<file path="config.mk">
export PLATFORM = sky130hd
export DESIGN_NAME = ibex_fpu_issue_seq
export DESIGN_NICKNAME = d
export VERILOG_FILES = /design/src/rtl/ibex_fpu_issue_seq.sv
export SDC_FILE = /design/constraint.sdc
export NUM_CORES = 1
export LEC_CHECK = 0
export CORE_AREA = 2 2 159 161
export DETAILED_ROUTE_END_ITERATION = 8
export DIE_AREA = 0 0 161 163
export PLACE_DENSITY = 0.67
export SYNTH_ARGS = -nofsm -noshare
export SYNTH_HDL_FRONTEND = slang
export SYNTH_SLANG_ARGS = --single-unit
</file>
<file path="constraint.sdc">
create_clock -name clk_i -period 4.1 [get_ports clk_i]
set_input_delay 1.025 -clock clk_i [delete_from_list [all_inputs] [get_ports clk_i]]
set_output_delay 1.025 -clock clk_i [all_outputs]
set_load 0.03 [all_outputs]
</file>
<file path="src/rtl/ibex_fpu_issue_seq.sv">
// rtl/ibex_fpu_issue_seq.sv - FPU issue/writeback sequencer: holds operands on dp_* for a per-class
// latency, routes the result to the FP or integer regfile and accumulates fflags.
module ibex_fpu_issue_seq #(
  parameter int unsigned LAT_SHORT   = 1,
  parameter int unsigned LAT_ADD     = 2,
  parameter int unsigned LAT_MUL     = 3,
  parameter int unsigned LAT_MAC     = 4,
  parameter int unsigned LAT_CVT     = 2,
  parameter int unsigned LAT_DIVSQRT = 12
) (
  input  logic        clk_i,
  input  logic        rst_ni,
  input  logic        req_valid_i,
  output logic        req_ready_o,
  input  logic [4:0]  op_i,
  input  logic [2:0]  rm_i,
  input  logic [2:0]  frm_i,
  input  logic [31:0] rs1_i,
  input  logic [31:0] rs2_i,
  input  logic [31:0] rs3_i,
  input  logic [31:0] rs1_int_i,
  input  logic [4:0]  rd_addr_i,
  input  logic        flush_i,
  output logic [4:0]  dp_op_o,
  output logic [2:0]  dp_rnd_o,
  output logic [31:0] dp_rs1_o,
  output logic [31:0] dp_rs2_o,
  output logic [31:0] dp_rs3_o,
  output logic [31:0] dp_rs1_int_o,
  input  logic [31:0] dp_result_i,
  input  logic [7:0]  dp_status_i,
  output logic        fp_we_o,
  output logic [4:0]  fp_waddr_o,
  output logic [31:0] fp_wdata_o,
  output logic        int_we_o,
  output logic [4:0]  int_waddr_o,
  output logic [31:0] int_wdata_o,
  output logic        illegal_rm_o,
  output logic [4:0]  fflags_o,
  input  logic        fflags_clr_i
);

  localparam logic [4:0] OP_NOP         = 5'd0;
  localparam logic [4:0] OP_ADD         = 5'd1;
  localparam logic [4:0] OP_SUB         = 5'd2;
  localparam logic [4:0] OP_MUL         = 5'd3;
  localparam logic [4:0] OP_DIV         = 5'd4;
  localparam logic [4:0] OP_SQRT        = 5'd5;
  localparam logic [4:0] OP_MADD        = 5'd6;
  localparam logic [4:0] OP_MSUB        = 5'd7;
  localparam logic [4:0] OP_NMADD       = 5'd8;
  localparam logic [4:0] OP_NMSUB       = 5'd9;
  localparam logic [4:0] OP_SGNJ        = 5'd10;
  localparam logic [4:0] OP_SGNJN       = 5'd11;
  localparam logic [4:0] OP_SGNJX       = 5'd12;
  localparam logic [4:0] OP_MIN         = 5'd13;
  localparam logic [4:0] OP_MAX         = 5'd14;
  localparam logic [4:0] OP_CMP_EQ      = 5'd15;
  localparam logic [4:0] OP_CMP_LT      = 5'd16;
  localparam logic [4:0] OP_CMP_LE      = 5'd17;
  localparam logic [4:0] OP_FCLASS      = 5'd18;
  localparam logic [4:0] OP_MOVE_F2I    = 5'd19;
  localparam logic [4:0] OP_MOVE_I2F    = 5'd20;
  localparam logic [4:0] OP_FLOAT2INT   = 5'd21;
  localparam logic [4:0] OP_FLOAT2INT_U = 5'd22;
  localparam logic [4:0] OP_INT2FLOAT   = 5'd23;
  localparam logic [4:0] OP_INT2FLOAT_U = 5'd24;

  localparam logic [7:0] L_SHORT   = 8'(LAT_SHORT);
  localparam logic [7:0] L_ADD     = 8'(LAT_ADD);
  localparam logic [7:0] L_MUL     = 8'(LAT_MUL);
  localparam logic [7:0] L_MAC     = 8'(LAT_MAC);
  localparam logic [7:0] L_CVT     = 8'(LAT_CVT);
  localparam logic [7:0] L_DIVSQRT = 8'(LAT_DIVSQRT);

  typedef enum logic {IDLE, BUSY} state_e;

  state_e      state_q, state_d;
  logic [7:0]  cnt_q, cnt_d;
  logic [4:0]  rd_q;
  logic [4:0]  fflags_d;
  logic        illegal_d;
  logic [2:0]  rm_res;
  logic        rm_bad;
  logic        cnt_zero;
  logic        take;
  logic        accept;
  logic        wb;
  logic        dest_int;
  logic        dest_fp;
  logic        flag_op;
  logic        dz;
  logic [7:0]  lat_sel;
  logic        unused_status;

  assign unused_status = ^{dp_status_i[7:6], dp_status_i[0]};

  always_comb begin
    lat_sel = L_SHORT;
    case (op_i)
      OP_ADD, OP_SUB:                         lat_sel = L_ADD;
      OP_MUL:                                 lat_sel = L_MUL;
      OP_MADD, OP_MSUB, OP_NMADD, OP_NMSUB:   lat_sel = L_MAC;
      OP_FLOAT2INT, OP_FLOAT2INT_U,
      OP_INT2FLOAT, OP_INT2FLOAT_U:           lat_sel = L_CVT;
      OP_DIV, OP_SQRT:                        lat_sel = L_DIVSQRT;
      default:                                lat_sel = L_SHORT;
    endcase
  end

  // Rounding modes 5 and 6 are reserved; 7 can only appear if frm itself is dynamic.
  assign rm_res   = (rm_i == 3'b111) ? frm_i : rm_i;
  assign rm_bad   = (rm_res >= 3'd5);
  assign cnt_zero = (cnt_q == 8'd0);

  assign req_ready_o = (state_q == IDLE) || ((state_q == BUSY) && cnt_zero);
  assign take        = req_valid_i && req_ready_o && !flush_i;
  assign accept      = take && !rm_bad;
  assign illegal_d   = take && rm_bad;
  assign wb          = (state_q == BUSY) && cnt_zero && !flush_i;

  always_comb begin
    dest_int = 1'b0;
    case (dp_op_o)
      OP_FLOAT2INT, OP_FLOAT2INT_U, OP_MOVE_F2I,
      OP_CMP_EQ, OP_CMP_LT, OP_CMP_LE, OP_FCLASS: dest_int = 1'b1;
      default:                                   dest_int = 1'b0;
    endcase
  end

  assign dest_fp = !dest_int && (dp_op_o != OP_NOP) && (dp_op_o <= OP_INT2FLOAT_U);

  always_comb begin
    flag_op = 1'b1;
    case (dp_op_o)
      OP_NOP, OP_SGNJ, OP_SGNJN, OP_SGNJX,
      OP_MOVE_F2I, OP_MOVE_I2F, OP_FCLASS: flag_op = 1'b0;
      default:                             flag_op = (dp_op_o <= OP_INT2FLOAT_U);
    endcase
  end

  // Divide-by-zero only for a finite, non-zero dividend over a (signed) zero divisor.
  assign dz = (dp_op_o == OP_DIV) && dp_status_i[1] && (dp_rs2_o[30:0] == 31'd0) &&
              (dp_rs1_o[30:23] != 8'hFF) && (dp_rs1_o[30:0] != 31'd0);

  always_comb begin
    fflags_d = fflags_o;
    if (fflags_clr_i) begin
      fflags_d = 5'd0;
    end else if (wb && flag_op) begin
      fflags_d = fflags_o | {dp_status_i[2], dz, dp_status_i[4],
                             dp_status_i[3] & dp_status_i[5], dp_status_i[5]};
    end
  end

  always_comb begin
    state_d = state_q;
    cnt_d   = cnt_q;
    case (state_q)
      IDLE: begin
        if (accept) begin
          state_d = BUSY;
          cnt_d   = lat_sel - 8'd1;
        end
      end
      BUSY: begin
        if (flush_i) begin
          state_d = IDLE;
          cnt_d   = 8'd0;
        end else if (cnt_zero) begin
          if (accept) begin
            state_d = BUSY;
            cnt_d   = lat_sel - 8'd1;
          end else begin
            state_d = IDLE;
          end
        end else begin
          cnt_d = cnt_q - 8'd1;
        end
      end
      default: begin
        state_d = IDLE;
        cnt_d   = 8'd0;
      end
    endcase
  end

  always_ff @(posedge clk_i or negedge rst_ni) begin
    if (!rst_ni) begin
      state_q      <= IDLE;
      cnt_q        <= 8'd0;
      dp_op_o      <= OP_NOP;
      dp_rnd_o     <= 3'd0;
      dp_rs1_o     <= 32'd0;
      dp_rs2_o     <= 32'd0;
      dp_rs3_o     <= 32'd0;
      dp_rs1_int_o <= 32'd0;
      rd_q         <= 5'd0;
      illegal_rm_o <= 1'b0;
      fflags_o     <= 5'd0;
    end else begin
      state_q      <= state_d;
      cnt_q        <= cnt_d;
      illegal_rm_o <= illegal_d;
      fflags_o     <= fflags_d;
      if (accept) begin
        dp_op_o      <= op_i;
        dp_rnd_o     <= rm_res;
        dp_rs1_o     <= rs1_i;
        dp_rs2_o     <= rs2_i;
        dp_rs3_o     <= rs3_i;
        dp_rs1_int_o <= rs1_int_i;
        rd_q         <= rd_addr_i;
      end
    end
  end

  assign fp_we_o     = wb && dest_fp;
  assign fp_waddr_o  = fp_we_o ? rd_q : 5'd0;
  assign fp_wdata_o  = fp_we_o ? dp_result_i : 32'd0;
  assign int_we_o    = wb && dest_int;
  assign int_waddr_o = int_we_o ? rd_q : 5'd0;
  assign int_wdata_o = int_we_o ? dp_result_i : 32'd0;

endmodule

</file>
==> summary.txt <==
Logic synthesis
  – Syn nets: between 700 and 800
  – Fraction of synthesis flops using an asynchronous set or reset pin: 100.0%
  – Number of enable-type register cells in the synthesized netlist: 0
  – Syn Std Cell Area: roughly 7200 um^2
  – Portion of synthesized cell area occupied by the leading cell type: 54.03%
  – Cell taking the most area after synthesis: dfrtp_1
  – Average instance area after synthesis: approximately 13 um^2
  – Count of mapped cells out of synthesis: 569
  – Sequential share of the synthesized area: a little over half
  – Most used flip-flop cell after synthesis: dfrtp_1
  – Top cells by area, synth: dfrtp_1 54%, mux2_2 17%, and2_1 6.4%, mux2_1 5.0%, nor4_1 1.6%
  – Flip-flop and latch count after synthesis: 156
  – Number of unique standard cell types used by synthesis: 58
  – Most common cell in the netlist: dfrtp_1
  – Top cell types by occurrence after synthesis: 156 x dfrtp_1, 106 x mux2_2, 74 x and2_1, 32 x mux2_1, 18 x nor4_1
  – Count of yosys warnings during synthesis: 0

Power and ir drop
  – Peak supply drop: 0.4420 mV
  – Power density normalized to cell area: about 740 nW/um^2
  – Post-route total power: between 8 and 9 mW
  – Leak: 5.097 nW

Global routing
  – Number of antenna violations at the first check in global routing: 0
  – Overall overflow remaining after global route: 0
  – Maximum number of pins on one net before global-route repair: 75
  – Vias in the first global route: a little over 6000
  – Global routing usage summed across all routing layers: between 10% and 20%
  – Wire length of the first global-routing pass: approximately 35 mm

Drt
  – Vias after detailed routing: slightly above 6000
  – Antenna-violating nets left: 0
  – Avg Vias per Cell: between 4 and 5
  – DRC violation count after routing: 0
  – Total detailed-routing wirelength: between 20 and 25 mm
  – DR pass1 iterations: 5
  – Average wire length per cell after detail routing: 17.49 um
  – DR iter-0 viols: 240

Floorplanning
  – Die outline area: approximately 26000 um^2
  – Die H: 163 um
  – Effective utilization at floorplan: just under 30%
  – Top-level I/O count: around 410
  – Standard cell core area: around 25000 um^2
  – Chip width: about 160 um
  – Count of standard-cell rows: a little under 60

Setup path
  – Reg2Reg Depth: 8
  – Capture point of the worst reg-to-reg path: dp_rs1_o[1]
  – Maximum fanout count along the critical path: 38
  – Type of element capturing the critical path: output pin
  – Type of origin of the critical path: input pin
  – Register-to-register setup slack: between 1 and 1.5 ns
  – Arrival time reported for the critical path endpoint: 2.72 ns
  – Type of the worst setup path: in2out
  – Reg2Reg Launch Point: cnt_q[0]
  – Data required time at the worst endpoint: ~3 ns

Clock tree
  – Post-cts resize count: 0
  – Htree depth: 4
  – Clock slew at reported path FFs: 0.06 ns
  – Total setup buffers inserted after CTS: 0
  – Clock network latency to the later pin of the worst-skew pair: roughly 0.43 ns
  – TritonCTS buffer count: 17
  – Max clock buf depth: 2
  – Hold bufs inserted after CTS: 0
  – CTS tree: done
  – Number of sinks driven by the clock tree: 156
  – Clock tree root buffer cell: clkbuf_16

Place
  – Placed instance area: 11510 um^2
  – Placer's final routability congestion estimate: 0.7840
  – Detail Placement HPWL: between 15 and 20 mm
  – Place WS: ~0.34 ns
  – Number of input and output port buffers inserted: between 400 and 500
  – Total instance count after detailed placement: 1289

Final layout
  – Fraction of layout cells with a size suffix above 1: roughly 25%
  – Antenna cells: 0
  – Syn-to-layout area delta: 67.57%
  – Total number of nets in the final design: around 1200
  – Post-route cell area: between 10000 and 15000 um^2
  – Fin util: between 40% and 50%
  – Filler-free cell count of the finished design: around 1300

Min path
  – WHS Endpoint: dp_rs1_int_o[16]
  – Origin of the worst min-delay path: dp_rs1_int_o[16]
  – Worst min-delay path category: reg2reg
  – Hold depth: 1

Timing
  – Worst-case hold slack: around 0.49 ns
  – Clk_skew: roughly 0.023 ns
  – Setup tns final: 0 ns
  – Worst-case setup margin in the final layout: approximately 0.36 ns
  – Setup repair after global routing missed its margin: no
  – Share of the cycle needed by the critical path after routing: between 90% and 100%
  – Number of setup violations in the final report: 0
  – Final number of max-transition violations: 0
  – Measured slew at the worst slew-check pin: around 0.73 ns
  – Max Fclk: around 270 MHz
  – Final count of hold timing violations: 0
  – Min Clock Period, post-route: between 3 and 4 ns
  – Normalized max-slew margin: about 51%

Job
  – Number of maximum-capacitance violations: 0

Run status
  – Result of the run: finished clean
-- kinds of logic (layout without fill, tap and decap cells) --
group                    Yosys count  count (layout)  synth area share (%)
AO/OA/AOI/OAI                     58              58                 5.541
XOR/XNOR                           1               1                0.1212
adder cells (fa/ha/maj)            4               4                0.6927
buffers and inverters             46             468                 3.636
flip-flops                       156             156                 54.03
multiplexers                     140             140                 21.78
AND/OR/NAND/NOR                  164             164                 14.20
-- critical path: stages --
cell and delay [ns]:
clkdlybuf4s50_1 0.46, nor4_4 0.39, o2111a_1 0.33, buf_12 0.19, and2_1 0.15, buf_4 0.16
-- worst max path at each step --
| stage | startpoint | to | depth (start not counted) |
|---|---|---|---|
| after floorplan | flush_i | fp_wdata_o[22] | 4 |
| after global placement | flush_i | fp_waddr_o[1] | 6 |
| after detailed placement | flush_i | fp_wdata_o[31] | 6 |
| after CTS | flush_i | fp_wdata_o[31] | 6 |
| after global routing | cnt_q[0] | fp_wdata_o[6] | 8 |
| final | flush_i | fp_waddr_o[1] | 6 |
-- metal layers --
layer | global-route usage, % | routed length (um)
met4 | 5.560 | 416
met5 | 0 | 0
met2 | 30.08 | 11740
met1 | 20.46 | 9084
met3 | 5.297 | 1868
-- state kept, by name, summed over array words and instances (netlist names) --
register,count
dp_rs1_int_o,32
illegal_rm_o,1
dp_op_o,5
dp_rs1_o,32
rd_q,5
dp_rs3_o,32
dp_rs2_o,32
state_q,1
dp_rnd_o,3
fflags_o,5
cnt_q,8
-- where the power goes --
group	internal [mW]	switching (mW)
registers	2.29	0.609
clock network	0.922	0.714
logic	2.07	2.38
-- final cells by class --
cell class | instances | area (um^2)
Sequential cell | 156 | 3904
Fill cell | 2238 | 12570
Multi-Input combinational cell | 367 | 3073
Timing Repair Buffer | 425 | 4075
Tap cell | 330 | 412.9
Clock inverter | 15 | 176.4
Inverter | 11 | 41.29
Clock buffer | 17 | 425.4
-- placed cells by master (no fill, tap or decap), drive strengths merged, types with 3 or more instances in the layout --
cell / netlist / layout
nor4: 20 / 20
a41oi: 3 / 3
nand2: 9 / 9
o21ai: 16 / 16
o22ai: 4 / 4
nor3: 5 / 5
o31ai: 3 / 3
clkinvlp: 0 / 3
nor2b: 4 / 4
nor3b: 3 / 3
clkbuf: 8 / 17
or3: 3 / 3
ha: 4 / 4
a21oi: 10 / 10
nand2b: 6 / 6
o311a: 3 / 3
or4: 3 / 3
nand3: 7 / 7
nor4b: 3 / 3
dfrtp: 156 / 156
mux2: 138 / 138
nor2: 12 / 12
nand4: 9 / 9
and2: 74 / 74
inv: 11 / 19
clkdlybuf4s50: 0 / 327
buf: 27 / 98
No activity file was read; power rests on OpenSTA's default activity.
